File: config.mk
export PLATFORM = sky130hd
export DESIGN_NAME = fir_mac_sequencer_flat
export DESIGN_NICKNAME = d
export VERILOG_FILES = /design/src/rtl/fir_mac_sequencer_if.sv /design/src/rtl/fir_mac_sequencer.sv /design/src/flat_wrapper.sv
export SDC_FILE = /design/constraint.sdc
export NUM_CORES = 1
export LEC_CHECK = 0
export CAP_MARGIN = 20
export CORE_ASPECT_RATIO = 0.6
export CORE_MARGIN = 3
export CORE_UTILIZATION = 25
export CTS_BUF_LIST = sky130_fd_sc_hd__clkbuf_2 sky130_fd_sc_hd__clkbuf_4 sky130_fd_sc_hd__clkbuf_8
export DETAILED_ROUTE_END_ITERATION = 10
export GPL_ROUTABILITY_DRIVEN = 0
export GPL_TIMING_DRIVEN = 0
export PLACE_DENSITY = 0.53
export SYNTH_ARGS = -nofsm -noshare
export SYNTH_HDL_FRONTEND = slang
export SYNTH_SLANG_ARGS = --single-unit
File: constraint.sdc
create_clock -name clk_i -period 2.1 [get_ports clk_i]
set_input_delay 0.525 -clock clk_i [delete_from_list [all_inputs] [get_ports clk_i]]
set_output_delay 0.525 -clock clk_i [all_outputs]
set_load 0.02 [all_outputs]
File: src/rtl/fir_mac_sequencer_if.sv
// Sample-in / result-out / coefficient-write bundle between the FIR sequencer and its host.
// Signal names keep the sequencer-side direction suffixes so both ends read the same.
interface fir_mac_sequencer_if #(
  parameter int AW = 3
) ();
  logic          coef_we_i;
  logic [AW-1:0] coef_addr_i;
  logic [31:0]   coef_data_i;
  logic          s_valid_i;
  logic [31:0]   s_data_i;
  logic          s_ready_o;
  logic          m_valid_o;
  logic [31:0]   m_data_o;
  logic [2:0]    m_flags_o;
  logic          m_ready_i;

  modport master (
    output coef_we_i, coef_addr_i, coef_data_i, s_valid_i, s_data_i, m_ready_i,
    input  s_ready_o, m_valid_o, m_data_o, m_flags_o
  );

  modport slave (
    input  coef_we_i, coef_addr_i, coef_data_i, s_valid_i, s_data_i, m_ready_i,
    output s_ready_o, m_valid_o, m_data_o, m_flags_o
  );
endinterface

File: src/rtl/fir_mac_sequencer.sv
// Time-multiplexed FIR controller for a single DSPFP32 MAC tile: issues one tap per cycle,
// waits out the tile pipeline, then presents y[n] with sticky IEEE flags.
module fir_mac_sequencer #(
  parameter int NTAPS       = 8,
  parameter int AW          = 3,
  parameter int MAC_LATENCY = 5,
  parameter int OPM_DELAY   = 0
) (
  input  logic        clk_i,
  input  logic        rst_i,
  fir_mac_sequencer_if.slave bus,
  output logic        busy_o,
  output logic [31:0] dsp_x_o,
  output logic [31:0] dsp_h_o,
  output logic        dsp_opm_o,
  output logic        dsp_rst_o,
  input  logic [31:0] dsp_y_i,
  input  logic        dsp_inv_i,
  input  logic        dsp_ovf_i,
  input  logic        dsp_unf_i
);

  typedef enum logic [1:0] {IDLE, ISSUE, DRAIN, OUT} state_e;

  localparam int            CW       = $clog2(NTAPS + MAC_LATENCY + 1);
  localparam logic [CW-1:0] LAST_TAP = CW'(NTAPS - 1);
  localparam logic [CW-1:0] WIN_LO   = CW'(MAC_LATENCY);
  localparam logic [CW-1:0] WIN_HI   = CW'(NTAPS + MAC_LATENCY - 1);
  localparam logic [AW-1:0] PTR_MAX  = AW'(NTAPS - 1);
  localparam logic [AW:0]   NTAPS_W  = (AW+1)'(NTAPS);

  state_e        state_q, state_d;
  logic [31:0]   coef_q [NTAPS];
  logic [31:0]   line_q [NTAPS];
  logic [AW-1:0] wp_q, rp_q;
  logic [CW-1:0] cnt_q;
  logic [2:0]    flag_acc_q, m_flags_q;
  logic [31:0]   m_data_q;

  logic          s_fire, m_fire, coef_ok, in_window, opm_issue, opm_dly;
  logic [2:0]    dsp_flags;
  logic [AW-1:0] tap_idx;

  assign s_fire    = bus.s_valid_i && (state_q == IDLE);
  assign m_fire    = bus.m_ready_i && (state_q == OUT);
  assign coef_ok   = bus.coef_we_i && (state_q == IDLE) && ({1'b0, bus.coef_addr_i} < NTAPS_W);
  assign in_window = (cnt_q >= WIN_LO) && (cnt_q <= WIN_HI);
  assign dsp_flags = {dsp_inv_i, dsp_ovf_i, dsp_unf_i};
  assign tap_idx   = AW'(cnt_q);
  assign opm_issue = (state_q == ISSUE) && (cnt_q != '0);

  // The accumulate bit may need to trail its operands to line up with the tile's opmode stage.
  if (OPM_DELAY == 0) begin : g_opm_direct
    assign opm_dly = opm_issue;
  end else begin : g_opm_delayed
    logic [OPM_DELAY-1:0] opm_pipe_q;
    always_ff @(posedge clk_i) begin
      if (rst_i) opm_pipe_q <= '0;
      else       opm_pipe_q <= (opm_pipe_q << 1) | OPM_DELAY'(opm_issue);
    end
    assign opm_dly = opm_pipe_q[OPM_DELAY-1];
  end

  // NOTE: sequential state is written only with non-blocking assignments so every
  // register samples pre-edge values regardless of process evaluation order.
  always_ff @(posedge clk_i) begin
    if (rst_i) state_q <= IDLE;
    else       state_q <= state_d;
  end

  // NOTE: next-state gets a default before the case so no path leaves it unassigned (no latch).
  always_comb begin
    state_d = state_q;
    unique case (state_q)
      IDLE:    if (s_fire)              state_d = ISSUE;
      ISSUE:   if (cnt_q == LAST_TAP)   state_d = DRAIN;
      DRAIN:   if (cnt_q == WIN_HI)     state_d = OUT;
      OUT:     if (m_fire)              state_d = IDLE;
      default:                          state_d = IDLE;
    endcase
  end

  // Reset is combinationally visible on every output so a mid-run abort is immediate.
  always_comb begin
    bus.s_ready_o = 1'b0;
    bus.m_valid_o = 1'b0;
    bus.m_data_o  = '0;
    bus.m_flags_o = '0;
    busy_o        = 1'b0;
    dsp_x_o       = '0;
    dsp_h_o       = '0;
    dsp_opm_o     = 1'b0;
    dsp_rst_o     = rst_i;
    if (!rst_i) begin
      bus.s_ready_o = (state_q == IDLE);
      bus.m_valid_o = (state_q == OUT);
      bus.m_data_o  = m_data_q;
      bus.m_flags_o = m_flags_q;
      busy_o        = (state_q != IDLE);
      dsp_opm_o     = opm_dly;
      if (state_q == ISSUE) begin
        dsp_x_o = line_q[rp_q];
        dsp_h_o = coef_q[tap_idx];
      end
    end
  end

  always_ff @(posedge clk_i) begin
    if (rst_i) begin
      // NOTE: coefficient and delay-line storage is reset explicitly because an aborted
      // run must restart from +0.0 history; this keeps these arrays in flops, not RAM.
      for (int i = 0; i < NTAPS; i++) begin
        coef_q[i] <= '0;
        line_q[i] <= '0;
      end
      wp_q       <= '0;
      rp_q       <= '0;
      cnt_q      <= '0;
      flag_acc_q <= '0;
      m_flags_q  <= '0;
      m_data_q   <= '0;
    end else begin
      if (coef_ok) coef_q[bus.coef_addr_i] <= bus.coef_data_i;

      if ((state_q == ISSUE || state_q == DRAIN) && in_window)
        flag_acc_q <= flag_acc_q | dsp_flags;

      unique case (state_q)
        IDLE: begin
          if (s_fire) begin
            line_q[wp_q] <= bus.s_data_i;
            rp_q         <= wp_q;
            cnt_q        <= '0;
            flag_acc_q   <= '0;
          end
        end
        ISSUE: begin
          cnt_q <= cnt_q + CW'(1);
          rp_q  <= (rp_q == '0) ? PTR_MAX : rp_q - AW'(1);
          if (cnt_q == LAST_TAP) wp_q <= (wp_q == PTR_MAX) ? '0 : wp_q + AW'(1);
        end
        DRAIN: begin
          cnt_q <= cnt_q + CW'(1);
          if (cnt_q == WIN_HI) begin
            m_data_q  <= dsp_y_i;
            m_flags_q <= flag_acc_q | dsp_flags;
          end
        end
        default: ;
      endcase
    end
  end

endmodule

File: src/flat_wrapper.sv
// flat-port wrapper written by rule: the top's interface ports become plain ports
module fir_mac_sequencer_flat 
#(
  parameter int NTAPS       = 8,
  parameter int AW          = 3,
  parameter int MAC_LATENCY = 5,
  parameter int OPM_DELAY   = 0
)
  (clk_i, rst_i, busy_o, dsp_x_o, dsp_h_o, dsp_opm_o, dsp_rst_o, dsp_y_i, dsp_inv_i, dsp_ovf_i, dsp_unf_i, bus_coef_we_i, bus_coef_addr_i, bus_coef_data_i, bus_s_valid_i, bus_s_data_i, bus_m_ready_i, bus_s_ready_o, bus_m_valid_o, bus_m_data_o, bus_m_flags_o);
  fir_mac_sequencer_if #(.AW(AW)) bus_i ();
  input  logic clk_i;
  input  logic rst_i;
  output logic busy_o;
  output logic [31:0] dsp_x_o;
  output logic [31:0] dsp_h_o;
  output logic dsp_opm_o;
  output logic dsp_rst_o;
  input  logic [31:0] dsp_y_i;
  input  logic dsp_inv_i;
  input  logic dsp_ovf_i;
  input  logic dsp_unf_i;
  input wire logic [$bits(bus_i.coef_we_i)-1:0] bus_coef_we_i;
  input wire logic [$bits(bus_i.coef_addr_i)-1:0] bus_coef_addr_i;
  input wire logic [$bits(bus_i.coef_data_i)-1:0] bus_coef_data_i;
  input wire logic [$bits(bus_i.s_valid_i)-1:0] bus_s_valid_i;
  input wire logic [$bits(bus_i.s_data_i)-1:0] bus_s_data_i;
  input wire logic [$bits(bus_i.m_ready_i)-1:0] bus_m_ready_i;
  output wire logic [$bits(bus_i.s_ready_o)-1:0] bus_s_ready_o;
  output wire logic [$bits(bus_i.m_valid_o)-1:0] bus_m_valid_o;
  output wire logic [$bits(bus_i.m_data_o)-1:0] bus_m_data_o;
  output wire logic [$bits(bus_i.m_flags_o)-1:0] bus_m_flags_o;
  assign bus_i.coef_we_i = bus_coef_we_i;
  assign bus_i.coef_addr_i = bus_coef_addr_i;
  assign bus_i.coef_data_i = bus_coef_data_i;
  assign bus_i.s_valid_i = bus_s_valid_i;
  assign bus_i.s_data_i = bus_s_data_i;
  assign bus_i.m_ready_i = bus_m_ready_i;
  assign bus_s_ready_o = bus_i.s_ready_o;
  assign bus_m_valid_o = bus_i.m_valid_o;
  assign bus_m_data_o = bus_i.m_data_o;
  assign bus_m_flags_o = bus_i.m_flags_o;
  fir_mac_sequencer #(.NTAPS(NTAPS), .AW(AW), .MAC_LATENCY(MAC_LATENCY), .OPM_DELAY(OPM_DELAY)) u_core (.clk_i(clk_i), .rst_i(rst_i), .bus(bus_i), .busy_o(busy_o), .dsp_x_o(dsp_x_o), .dsp_h_o(dsp_h_o), .dsp_opm_o(dsp_opm_o), .dsp_rst_o(dsp_rst_o), .dsp_y_i(dsp_y_i), .dsp_inv_i(dsp_inv_i), .dsp_ovf_i(dsp_ovf_i), .dsp_unf_i(dsp_unf_i));
endmodule
==> metrics.cfg, run 1 <==
[setup_path]
crit_chain=buf_12 > buf_16 > mux4_2 > mux2i_4 > nor2_1 > buf_2
crit_fanout=9
slowest_stage=mux4_2
slowest_delay_ns=0.54
critPathRequiredTime_ns=1.57
start_kind=flop
crit_path_end_kind=output port
cp_num_buf_inv=3
cp.arrival_ns=2.50
path_delay_family=multiplexers
setup.worst_path.class=flop to output port

[sta]
setup_viol=315
rsz0062_at_grt=yes
max_freq_ghz=0.331
post-route-min-period_ns=3.02
setup-tns-final_ns=-67.15
final.setup.worst_slack_ns=-0.920
finalHoldViolCount=0
skew_ns=0.0742
slew_headroom=0.237
tightest_slew_ns=1.14
period_share=1.44
drv_slew=0

[global_routing]
grt_pass1_vias=16800
grt_pass1_wl_um=112000
grt_max_degree=33
grt_antenna_before_repair=11
gr-total-overflow=0
grt_use_total=0.145

[floorplan]
io_pins=211
rows=90
die-width_um=420
chipHeight_um=254
start_util=0.254
dieArea_mm2=0.107
core-area_mm2=0.101

[power]
vdd_drop_max_mv=0.438
total_power_mw=31.2
powerDensity_mw_per_mm2=906
leakagePower_nw=12.6

[finish]
final-instance-count-excl-fill=3619
final_common_cell=edfxtp_1
layout_common_cells=edfxtp_1, and2_1, mux4_2
drive_above_1_share=0.325
num-fill-cells=9644
finalInstanceArea_mm2=0.0344
area_delta_synth_final_pct=34.0
finalNetCount=2326

[place]
placed_cells=3269
postPlaceCellArea_mm2=0.0295
post-place-ws_ns=-2.45
post-dp-hpwl_um=47500
port_buffers=210

[synthesis]
synthesis.nets=1842
ys_seq_elements=568
yosysTopAreaCell=edfxtp_1
yosysWarnings=0
syn_inst=1723
yosysSeqAreaShare=0.642
netlist.area_leader.share=0.599
async_flop_share=0
ys.flop_type=edfxtp_1
ys_types=42
syn_area_mm2=0.0257
netlist_top_cells_area=edfxtp_1, and2_1, mux4_2
synth-edff-count=512
syn-mean-instance-area_um2=14.9

[cts]
cts_buffer_depth=3
htreeDepth=3
clock_latency_ns=0.78
clkSlewWorstSetupHoldPaths_ns=0.07
clock-root-buffer=clkbuf_8
cts_made_buffers=94
clkSinkCount=568
cts_tree=done

[status]
status=finished, violations left
failed_checks=setup timing

[drt]
drc=0
routed_wl_um=81300
ant_nets=0
wl_per_cell_um=22.5
drtIter0Drc=1607
vias=16400
vias_per_cell=4.52
firstDrtPassIters=5

[run]
max-cap-violations=0

[min_path]
hp-class=primary input to flop

-- routing by layer --
layer	up-vias	wire length (um)	share of wire	GRT usage
li1	7251	-	-	-
met1	8353	36400	0.45	0.206
met2	626	35400	0.44	0.216
met3	127	7880	0.097	0.0433
met4	6	1650	0.020	0.0373
met5	-	37	0.00046	0
-- tightest hold or removal path: stages --
cell,delay [ns]
clkdlybuf4s50_1,0.40
nand2_1,0.06
a21oi_1,0.05
-- through the flow --
| stage | hold slack [ns] | utilization |
|---|---|---|
| 2_1_floorplan | 0.432 | - |
| 3_3_place_gp | 0.439 | 0.291 |
| 3_5_place_dp | 0.442 | 0.292 |
| 4_1_cts | 0.233 | 0.328 |
| 5_1_grt | 0.274 | 0.340 |
| 6_report | 0.331 | 0.340 |
-- power by group --
group | total (mW) | switching [mW] | internal [mW] | leakage [nW]
clock | 9.92 | 4.79 | 5.13 | 0.970
combinational | 8.07 | 3.88 | 4.20 | 5.91
sequential | 13.2 | 0.232 | 13.0 | 5.75
total | 31.2 | 8.90 | 22.3 | 12.6
-- path summary, 6_finish.rpt --
kind,start,end,slack (ns),cells after the start
hold reg to reg,u_core.m_data_q[14]$_SDFFE_PP0P_,u_core.m_data_q[14]$_SDFFE_PP0P_,0.45,2
setup reg to reg,u_core.state_q[0]$_SDFFE_PP0P_,u_core.coef_q[5][3]$_SDFFCE_PN0P_,-0.16,11
setup / recovery,flop,dsp_x_o[11],-0.92,6
hold / removal,dsp_y_i[24],u_core.m_data_q[24]$_SDFFE_PP0P_,0.33,3
-- synthesized netlist by cell type (all sizes together) (2+ instances only) --
cell type and n:
clkbuf 55, nor2 90, nand2 75, edfxtp 512
nand3 6, nand3b 3, mux2i 67, nor2b 37
ha 12, nor3 12, o21ai 4, nand2b 8
buf 58, or2 16, nor3b 3, a21oi 43
inv 9, dfxtp 56, o221ai 2, a211oi 2
mux4 128, and2 513, o21a 3
-- registers in the layout, indices dropped and copies added (netlist names), named ones only --
| name | cells |
|---|---|
| u_core.state_q | 2 |
| u_core.flag_acc_q | 3 |
| u_core.line_q | 256 |
| u_core.rp_q | 3 |
| u_core.coef_q | 256 |
| u_core.m_data_q | 32 |
| u_core.m_flags_q | 3 |
| u_core.wp_q | 3 |
| u_core.cnt_q | 4 |
-- logic make-up after synthesis --
logic type,Yosys count,synth area share
and+or+nand+nor,767,0.176
DFF,568,0.642
muxes,196,0.139
buffers and inverters,122,0.0245
AOI/OAI and AO/OA,58,0.0128
adders and majority gates,12,0.00584
-- final cells by class --
type	instances	area, um2	share of cell area
timing repair buffer	379	4340	0.126
inverter	9	38.8	0.00113
multi-input combinational	1047	9000	0.262
clock buffer	123	1520	0.0441
sequential	568	16500	0.480
antenna	3	7.51	0.000218
clock inverter	48	325	0.00945
tap	1334	1670	0.0485
buffer	108	1010	0.0294
-- repair_timing --
action,4_1_cts,5_1_grt
endpoints found under the hold margin,0,0
setup buffers,85,66
gates cloned,21,18
gates resized for setup,658,164
pin swaps,22,33
setup endpoints to repair,1096,791
hold buffers,0,0
Power figures use the tool's default switching activity.
==> inputs of run 2 (changes only) <==
--- a/config.mk
+++ b/config.mk
@@ -13,7 +13,7 @@
 export DETAILED_ROUTE_END_ITERATION = 10
 export GPL_ROUTABILITY_DRIVEN = 0
 export GPL_TIMING_DRIVEN = 0
-export PLACE_DENSITY = 0.53
+export PLACE_DENSITY = 0.52
 export SYNTH_ARGS = -nofsm -noshare
 export SYNTH_HDL_FRONTEND = slang
 export SYNTH_SLANG_ARGS = --single-unit
==> constraint.sdc (replaced) <==
create_clock -name clk_i -period 3.2 [get_ports clk_i]
set_input_delay 0.8 -clock clk_i [delete_from_list [all_inputs] [get_ports clk_i]]
set_output_delay 0.8 -clock clk_i [all_outputs]
set_load 0.02 [all_outputs]
==> run 2 against run 1 <==
Net effect: the flow still finishes with violations (setup timing); sequential power down 35%; clock skew down 0.043 ns; count of clock-buffer cells in the layout up 7; critical path depth up 1; non-clock buffer count down 107; critical endpoint is now dsp_h_o[17]; worst hold slack better by 0.12 ns; die area unchanged; clock power down 33%; setup slack better by 0.81 ns; via count down 4.2%.
==> metrics.cfg, run 2 (same netlist as run 1, synthesis figures left out) <==
[power]
vdd_drop_max_mv=0.268
leakagePower_nw=11.7
powerDensity_mw_per_mm2=620
total_power_mw=20.2

[drt]
wl_per_cell_um=21.7
routed_wl_um=75900
vias=15700
vias_per_cell=4.48
drtIter0Drc=1230
firstDrtPassIters=5
drc=0
ant_nets=0

[sta]
skew_ns=0.0307
setup_viol=45
max_freq_ghz=0.302
tightest_slew_ns=1.09
finalHoldViolCount=0
drv_slew=0
period_share=1.03
slew_headroom=0.274
rsz0062_at_grt=yes
final.setup.worst_slack_ns=-0.108
setup-tns-final_ns=-1.82
post-route-min-period_ns=3.31

[global_routing]
grt_use_total=0.140
gr-total-overflow=0
grt_pass1_vias=16300
grt_pass1_wl_um=109000
grt_max_degree=33
grt_antenna_before_repair=9

[finish]
top_regs=u_core.coef_q: 256 flops, u_core.line_q: 256 flops, u_core.m_data_q: 32 flops
drive_above_1_share=0.258
layout_common_cells=and2_1, edfxtp_1, clkdlybuf4s50_1
area_delta_synth_final_pct=26.7
final_common_cell=and2_1
finalNetCount=2204
final-instance-count-excl-fill=3499

[floorplan]
core-area_mm2=0.101
chipHeight_um=254
dieArea_mm2=0.107
io_pins=211
start_util=0.254
die-width_um=420
rows=90

[cts]
cts_tree=done
clkSlewWorstSetupHoldPaths_ns=0.07
cts.hold.buffers_added=0
clock-root-buffer=clkbuf_8
clock_latency_ns=0.75
htreeDepth=3
cts_made_buffers=93
cts_buffer_depth=3
clkSinkCount=568

[setup_path]
r2r_slack_ns=0.27
crit_path_end_kind=output port
crit_fanout=8
setup.worst_path.class=flop to output port
cp.arrival_ns=2.51
critPathRequiredTime_ns=2.40
start_kind=flop

[place]
placed_cells=3277
port_buffers=210
post-place-ws_ns=-1.57
post-dp-hpwl_um=49400

[status]
failed_checks=setup timing
status=finished, violations left

[run]
max-cap-violations=0

[min_path]
hp-class=flop to flop

-- run 2: cell types whose count changed in the layout (fill, tap and decap cells not counted), sizes merged, moves of 3 or more --
cell           before  now
buf               312  174
clkdlybuf4s50     106  134
or2                30   16
dlygate4sd2         0    7
clkinv             37   31
diode               3    6
dlymetal6s2s        0    3
inv                15   12
-- run 2: critical path, stage by stage (launching register included) --
cell and delay [ns]:
dfxtp_4 0.36, buf_12 0.18, buf_12 0.16, buf_12 0.12, mux4_2 0.49, mux2i_1 0.20, nor2_1 0.06, buf_2 0.16
-- run 2: power breakdown --
group | internal (mW) | switching (mW)
logic | 2.47 | 2.39
registers | 8.50 | 0.134
clock network | 3.58 | 3.10
-- run 2: final timing paths --
check                             startpoint                                 end  cells after the start
min          u_core.m_data_q[9]$_SDFFE_PP0P_     u_core.m_data_q[9]$_SDFFE_PP0P_                      2
min reg2reg  u_core.m_data_q[9]$_SDFFE_PP0P_     u_core.m_data_q[9]$_SDFFE_PP0P_                      2
max reg2reg   u_core.state_q[0]$_SDFFE_PP0P_  u_core.coef_q[3][27]$_SDFFCE_PN0P_                      7
max                                     flop                         dsp_h_o[17]                      7
-- run 2: per-layer routing --
layer | up-vias | share of wire | global-route usage | wire length (um)
met2 | 478 | 0.44 | 0.203 | 33100
met5 | - | 0.00036 | 0 | 27
met1 | 8078 | 0.47 | 0.201 | 35700
met4 | 4 | 0.023 | 0.0421 | 1750
met3 | 128 | 0.072 | 0.0433 | 5440
li1 | 6987 | - | - | -
-- run 2: layout make-up --
cell class,count,area (um2)
Fill cell,9865,68700
Sequential cell,568,16500
Multi-Input combinational cell,1033,8680
Timing Repair Buffer,268,2780
Tap cell,1334,1670
Clock buffer,130,1610
Buffer,112,951
Clock inverter,39,297
Inverter,9,33.8
Antenna cell,6,15.0
-- run 2: through the flow --
step / cell area, um2 / utilization / hold slack [ns]
CTS: 32200 / 0.318 / 0.452
finish: 32500 / 0.321 / 0.451
floorplan: 25700 / - / 0.432
global placement: 29500 / 0.291 / 0.438
detailed placement: 29700 / 0.293 / 0.444
global route: 32500 / 0.321 / 0.473
-- run 2: what timing repair did --
| item | in CTS | in global routing |
|---|---|---|
| pin swaps | 9 | 18 |
| setup buffers | 26 | 15 |
| setup endpoints to repair | 185 | 68 |
| cloned | 6 | 5 |
| gates resized for setup | 434 | 44 |
